<file path="config.mk">
export PLATFORM = sky130hd
export DESIGN_NAME = sp_ram_arbiter
export DESIGN_NICKNAME = d
export VERILOG_FILES = /design/src/rtl/sp_ram_arbiter_pkg.sv /design/src/rtl/sp_ram_arbiter_rr_arb2.sv /design/src/rtl/sp_ram_arbiter.sv
export SDC_FILE = /design/constraint.sdc
export NUM_CORES = 1
export LEC_CHECK = 0
export CAP_MARGIN = 20
export CORE_UTILIZATION = 39
export DETAILED_ROUTE_END_ITERATION = 16
export PLACE_DENSITY_LB_ADDON = 0.3
export SLEW_MARGIN = 30
export SYNTH_ARGS = -nofsm -noshare
export SYNTH_HDL_FRONTEND = slang
export SYNTH_SLANG_ARGS = --single-unit
</file>
<file path="constraint.sdc">
create_clock -name clk -period 3.9 [get_ports clk]
set_input_delay 0.585 -clock clk [delete_from_list [all_inputs] [get_ports clk]]
set_output_delay 0.585 -clock clk [all_outputs]
set_load 0.01 [all_outputs]
</file>
<file path="src/rtl/sp_ram_arbiter_pkg.sv">
// Shared constants for the single-port RAM arbiter: requester ids,
// command encoding and default widths.
package sp_ram_pkg;

  localparam int DATA_W_DEF     = 4;
  localparam int ADDR_W_DEF     = 4;
  localparam int TURNAROUND_DEF = 1;

  localparam logic REQ_M0 = 1'b0;
  localparam logic REQ_M1 = 1'b1;

  // Bit 0 drives the RAM read enable and bit 1 the write enable.
  typedef enum logic [1:0] {
    CMD_IDLE = 2'b00,
    CMD_RD   = 2'b01,
    CMD_WR   = 2'b10
  } cmd_e;

endpackage

</file>
<file path="src/rtl/sp_ram_arbiter_rr_arb2.sv">
// Two-way round-robin arbiter. The grant is combinational.
// On advance, the pointer moves to the requester that did not just win.
module rr_arb2
  import sp_ram_pkg::*;
(
  input  logic clk,
  input  logic rst_n,
  input  logic req0,
  input  logic req1,
  input  logic advance,
  output logic gnt_valid,
  output logic gnt_id
);

  logic ptr;

  always_comb begin
    gnt_valid = req0 | req1;
    gnt_id    = REQ_M0;
    if (req0 && req1) gnt_id = ptr;
    else if (req1)    gnt_id = REQ_M1;
  end

  always_ff @(posedge clk or negedge rst_n) begin
    if (!rst_n)       ptr <= REQ_M0;
    else if (advance) ptr <= ~gnt_id;
  end

endmodule

</file>
<file path="src/rtl/sp_ram_arbiter.sv">
// Shares one single-port registered-read RAM between two requesters.
// Uses round-robin arbitration, a registered command stage and a read-to-write turnaround bubble.
module sp_ram_arbiter
  import sp_ram_pkg::*;
#(
  parameter int DATA_W     = DATA_W_DEF,
  parameter int ADDR_W     = ADDR_W_DEF,
  parameter int TURNAROUND = TURNAROUND_DEF
) (
  input  logic              clk,
  input  logic              rst_n,
  input  logic              m0_valid,
  input  logic              m0_we,
  input  logic [ADDR_W-1:0] m0_addr,
  input  logic [DATA_W-1:0] m0_wdata,
  output logic              m0_ready,
  output logic              m0_rsp_valid,
  output logic [DATA_W-1:0] m0_rsp_rdata,
  input  logic              m1_valid,
  input  logic              m1_we,
  input  logic [ADDR_W-1:0] m1_addr,
  input  logic [DATA_W-1:0] m1_wdata,
  output logic              m1_ready,
  output logic              m1_rsp_valid,
  output logic [DATA_W-1:0] m1_rsp_rdata,
  output logic [ADDR_W-1:0] ram_addr,
  output logic [DATA_W-1:0] ram_wdata,
  output logic              ram_wr_en,
  output logic              ram_rd_en,
  input  logic [DATA_W-1:0] ram_rdata
);

  logic              gnt_valid;
  logic              gnt_id;
  logic              win_we;
  logic [ADDR_W-1:0] win_addr;
  logic [DATA_W-1:0] win_wdata;
  logic              stall;
  logic              accept;
  cmd_e              cmd_next;
  cmd_e              cmd_q;
  logic              cmd_id;
  logic              tag_valid;
  logic              tag_id;

  rr_arb2 u_arb (
    .clk       (clk),
    .rst_n     (rst_n),
    .req0      (m0_valid),
    .req1      (m1_valid),
    .advance   (accept),
    .gnt_valid (gnt_valid),
    .gnt_id    (gnt_id)
  );

  always_comb begin
    win_we    = m0_we;
    win_addr  = m0_addr;
    win_wdata = m0_wdata;
    if (gnt_id == REQ_M1) begin
      win_we    = m1_we;
      win_addr  = m1_addr;
      win_wdata = m1_wdata;
    end
  end

  // The shared data pins need a dead cycle between the previous read and a write.
  // The stalled write keeps its grant because the pointer does not move.
  assign stall  = (TURNAROUND != 0) && ram_rd_en && gnt_valid && win_we;
  assign accept = gnt_valid && !stall;

  assign m0_ready = accept && (gnt_id == REQ_M0);
  assign m1_ready = accept && (gnt_id == REQ_M1);

  always_comb begin
    cmd_next = CMD_IDLE;
    if (accept) cmd_next = win_we ? CMD_WR : CMD_RD;
  end

  always_ff @(posedge clk or negedge rst_n) begin
    if (!rst_n) begin
      cmd_q     <= CMD_IDLE;
      cmd_id    <= REQ_M0;
      ram_addr  <= '0;
      ram_wdata <= '0;
      tag_valid <= 1'b0;
      tag_id    <= REQ_M0;
    end else begin
      cmd_q     <= cmd_next;
      tag_valid <= ram_rd_en;
      tag_id    <= cmd_id;
      if (accept) begin
        cmd_id    <= gnt_id;
        ram_addr  <= win_addr;
        ram_wdata <= win_wdata;
      end
    end
  end

  assign ram_rd_en = (cmd_q == CMD_RD);
  assign ram_wr_en = (cmd_q == CMD_WR);

  // The RAM read buffer is valid one cycle after the read strobe, so responses line up with the tag.
  assign m0_rsp_valid = tag_valid && (tag_id == REQ_M0);
  assign m1_rsp_valid = tag_valid && (tag_id == REQ_M1);
  assign m0_rsp_rdata = ram_rdata;
  assign m1_rsp_rdata = ram_rdata;

endmodule

</file>
; Word level (Yosys, flattened, before mapping)
; Index checks and enable logic that the tools add are counted.
[word_totals]
ff_bits = 14
inputBits = 26
out_inout_bits = 22
word_cells = 28
[classes]
eq_ne = 2
muxes = 7
n_bitwise = 3
n_reduce_logical = 9
[ops]
columns = operator, count
row1 = logical AND 1 bit, 8
row2 = 2-to-1 mux 4 bit, 2
row3 = 2-to-1 mux 2 bit, 2
row4 = 2-to-1 mux 1 bit, 3
row5 = "equality test 2 x 1 -> 1 bit, second input constant", 1
row6 = "equality test 2 bit, second input constant", 1
row7 = NOT 1 bit, 2
row8 = logical NOT 1 bit, 1
row9 = bitwise OR 1 bit, 1

; Depth between registers and ports, before layout
[depth]
ltp_word = 7
ltp_mapped = 5
depth_no_buf = 4

; Modules after synthesis
; Synthesis repeated with hierarchy kept, for this count alone.
[unflattened]
cells_unflattened = 62
hier_area_um2 = 770.7
[modules_own_cells]
columns = module, instances, cells_each, area_per_inst_um2
row1 = sp_ram_arbiter, 1, 56, 708.2
row2 = rr_arb2, 1, 6, 62.6

; Worst setup path after synthesis
; Ideal clock, no wire load.
[synth_path]
path_kind = input to register
start = in m0_valid
end = reg ram_addr[0]
t_arrival_ns = 1.615
t_required_ns = 3.775
slack_ns = 2.161
stages = 5
n_path_buf = 1
cell_sequence = inv_1 -> o21ai_2 -> clkbuf_8 -> mux2_2 -> mux2_2
[synth_between]
elab_chain_len = 6
[synth_rtl]
columns = item, line
row1 = start: declaration, sp_ram_arbiter.sv:12  ; input logic m0_valid,
row2 = logical AND 1 bit, sp_ram_arbiter_rr_arb2.sv:20  ; if (req0 && req1) gnt_id = ptr;
row3 = 2-to-1 mux 1 bit, sp_ram_arbiter_rr_arb2.sv:20
row4 = 2-to-1 mux 1 bit, sp_ram_arbiter.sv:60  ; if (gnt_id == REQ_M1) begin
row5 = logical AND 1 bit, sp_ram_arbiter.sv:69  ; assign stall = (TURNAROUND != 0) && ram_rd_en && gnt_valid && win_we;
row6 = logical NOT 1 bit, sp_ram_arbiter.sv:70  ; assign accept = gnt_valid && !stall;
row7 = logical AND 1 bit, sp_ram_arbiter.sv:70
row8 = end signal: assignment, sp_ram_arbiter.sv:94  ; ram_addr <= win_addr;
row9 = end: declaration, sp_ram_arbiter.sv:26  ; output logic [ADDR_W-1:0] ram_addr,
; Parallel ways exist; a longest one is shown, timed or not.
; A chain may end at the register's enable or synchronous reset.

; Worst setup path in the final report
[layout_path]
start = in m0_valid
end = out m1_ready
[layout_between]
elab_chain_len = 7
[layout_rtl]
columns = item, line
row1 = logical AND 1 bit, sp_ram_arbiter_rr_arb2.sv:20
row2 = 2-to-1 mux 1 bit, sp_ram_arbiter_rr_arb2.sv:20
row3 = 2-to-1 mux 1 bit, sp_ram_arbiter.sv:60
row4 = logical AND 1 bit, sp_ram_arbiter.sv:69
row5 = logical NOT 1 bit, sp_ram_arbiter.sv:70
row6 = logical AND 1 bit, sp_ram_arbiter.sv:70
row7 = logical AND 1 bit *, sp_ram_arbiter.sv:73  ; assign m1_ready = accept && (gnt_id == REQ_M1);
row8 = end: declaration, sp_ram_arbiter.sv:23  ; output logic m1_ready,
; Mark *: on every way between the ends. The rest lies on a longest branch, timed or not.

==> qor.yml <==
run_status:
  status: "complete, no violations"
sta:
  fmax_mhz: 376.4
  setup_viol: 0
  tightest_slew_ps: 641.3
  slew_headroom: 0.5711
  skew_ps: 3.255
  fin_crit_sh: 0.6812
  finalSetupTns_ps: 0
  min_period_ps: 2657
  drv_slew: 0
  final_hold_viol_count: 0
  rsz0062_at_grt: "false"
floorplan:
  initial_utilization: 0.4312
  num_io_pins: 48
  core_um2: 1802
  die_x_um: 46.64
  die_area_um2: 2175
  row_count: 15
  die_y_um: 46.64
logic_synthesis:
  yosys.area_share.simple: 0.07568
  syn_area_per_cell_um2: 12.33
  synth-seq-cells: 14
  synth.area.mux_share: 0.2319
  netlist_area_um2: 777.0
  synthTopCellsByArea: "dfrtp_1, mux2_2, buf_4, a21oi_1, a32oi_4"
  synth_top_family_by_area: "multiplexers"
  synthXorXnorAreaFrac: 0
  synth_warnings: 0
  yosysSeqAreaShare: 0.4509
  synth_nets: 89
  synthCells: 63
  synth_top_area_cell: "dfrtp_1"
  synth_cell_types: 19
  synth_adder_area_share: 0
  synth_compound_area_frac: 0.1224
  synth_top_area_share: 0.4509
routing:
  wl_mm: 1.458
  viasPerCell: 4.746
  firstDrtPassIters: 2
  drc: 0
  via_count: 560
  routedWlPerCell_um: 12.36
  ant_nets: 0
  drt-initial-drc-count: 1
setup_path:
  cp-end-kind: "output pin"
  start_kind: "primary input"
  critical_path_class: "in2out"
  crit_required_ps: 3310
  slowest_delay_ps: 540
  worstPathMaxFanout: 12
  path_cells: "clkdlybuf4s50_1 -> inv_1 -> o21ai_2 -> buf_4 -> a21oi_1 -> clkdlybuf4s50_1"
  cpMostUsedCell: "clkdlybuf4s50_1"
  worstRegToRegCells: 4
  critical-path-top-delay-family: "buffers and inverters"
  cp.depth: 6
  critPathSlowestCell: "clkdlybuf4s50_1"
  crit_buf_inv: 4
  cp_data_arrival_time_ps: 2070
clock_tree:
  root_buffer: "clkbuf_4"
  cts.hold.buffers_added: 0
  cts_resized: 0
  cts_tree: "done"
  cts_buffer_depth: 2
  clk_pin_slew_ps: 90
  clock-sinks: 14
  cts_buffers: 3
  postCtsSetupRepairBufs: 0
  h-tree-depth: 1
  clk_latency_ps: 280
placement:
  port-buffer-count: 35
  place_area_um2: 1081
  place.gp.congestion: 0.6944
  dp_cells: 114
  dp_hpwl_mm: 1.110
grt:
  gr-total-overflow: 0
  grt_pass1_vias: 592
  grt_max_degree: 15
  grt_usage: 0.1630
  grt_pass1_wl_mm: 2.401
  antenna_found_initial: 0
power_and_ir_drop:
  p_leak_uw: 0.0004549
  max-vdd-ir-drop_mv: 0.2550
  p_per_area_nw_per_um2: 411.5
worst_hold_path:
  hold_class: "reg2reg"
  min_path_cells: 0
finish:
  nets: 120
  fin_cells: 118
  nFillCells: 154
  drive_gt1_frac: 0.2796
  stdcell_area_um2: 1117
  multi_input_area_um2: 334.1
  regArea_um2: 350.3
  diodes: 0
  syn2layout_area_growth_pct: 43.80
flow_run:
  maxCapViolCount: 0
## registers in the layout, summed over array words and instances (netlist names)
| signal | flops |
|---|---|
| cmd_id | 1 |
| cmd_q | 2 |
| ram_addr | 4 |
| ram_wdata | 4 |
| tag_id | 1 |
| tag_valid | 1 |
| u_arb.ptr | 1 |
## layout make-up
type	count	area share
sequential	14	0.3136
clock buffer	4	0.03247
multi-input combinational	37	0.2990
inverter	2	0.006719
tap	25	0.02800
timing repair buffer	36	0.3203
## per-layer routing
| metal | share of wire | up-vias | wire [um] | track usage |
|---|---|---|---|---|
| met5 | 0 | - | 0 | 0 |
| met4 | 0.0069 | 0 | 10 | 0.08000 |
| met3 | 0.080 | 2 | 116 | 0.06667 |
| met2 | 0.48 | 24 | 700 | 0.2583 |
| met1 | 0.43 | 262 | 630 | 0.1884 |
| li1 | - | 272 | - | - |
## report_power, final
part / internal (uW) / switching [uW] / total, uW
combinational: 104 / 60.6 / 164
sequential: 174 / 17.1 / 191
clock: 56.7 / 47.4 / 104
total: 335 / 125 / 460
## worst register-to-register path, cell delays in order (launching register included)
cell and delay, ps:
dfrtp_1 380, nor2b_4 160, a21o_4 240, a32oi_4 340
mux2_2 380
## through the flow
stage | hold slack [ps] | power [uW] | util | worst slack, ps
6_report | 410.3 | 459.8 | 0.6201 | 1243
5_1_grt | 423.4 | 489.8 | 0.6201 | 1158
4_1_cts | 404.8 | 466.9 | 0.6201 | 1233
3_5_place_dp | 383.4 | 360.2 | 0.6000 | 1234
3_3_place_gp | 388.8 | 356.5 | 0.6000 | 1264
2_1_floorplan | 289.4 | 283.4 | - | 2161
## Yosys cell counts, drive strengths merged
cell type / n
nor2b: 2
nand2: 4
buf: 9
clkbuf: 1
o21ai: 1
o211ai: 1
inv: 2
a32oi: 1
o22ai: 1
and2b: 1
and2: 1
a21oi: 6
dfrtp: 14
nand3: 1
mux2: 16
a21o: 1
nor2: 1
## layout by cell type (no fill, tap or decap), types with 2 or more instances in the layout
| cell type | netlist | routed |
|---|---|---|
| nand2_1 | 4 | 4 |
| mux2_2 | 16 | 16 |
| inv_1 | 2 | 2 |
| clkdlybuf4s50_1 | 0 | 35 |
| a21oi_1 | 6 | 6 |
| clkbuf_4 | 0 | 3 |
| dfrtp_1 | 14 | 14 |
## cells by family (layout without fill, tap and decap cells)
kind of cell | count (synthesis) | after routing
AOI/OAI and AO/OA | 11 | 11
muxes | 16 | 16
DFF | 14 | 14
buffers and inverters | 12 | 42
and+or+nand+nor | 10 | 10
## worst paths after layout
kind / startpoint / to / slack [ps]
worst min register to register: cmd_id$_DFFE_PN0P_ / tag_id$_DFF_PN0_ / 410
max in group asynchronous: rst_n / ram_wdata[1]$_DFFE_PN0P_ / 2790
worst max-delay path: m0_valid / m1_ready / 1240
worst min-delay path: cmd_id$_DFFE_PN0P_ / tag_id$_DFF_PN0_ / 410
min in group asynchronous: rst_n / tag_valid$_DFF_PN0_ / 700
worst max register to register: cmd_q[0]$_DFF_PN0_ / ram_addr[3]$_DFFE_PN0P_ / 2290
Note: power is estimated with default switching activity, not from simulation.
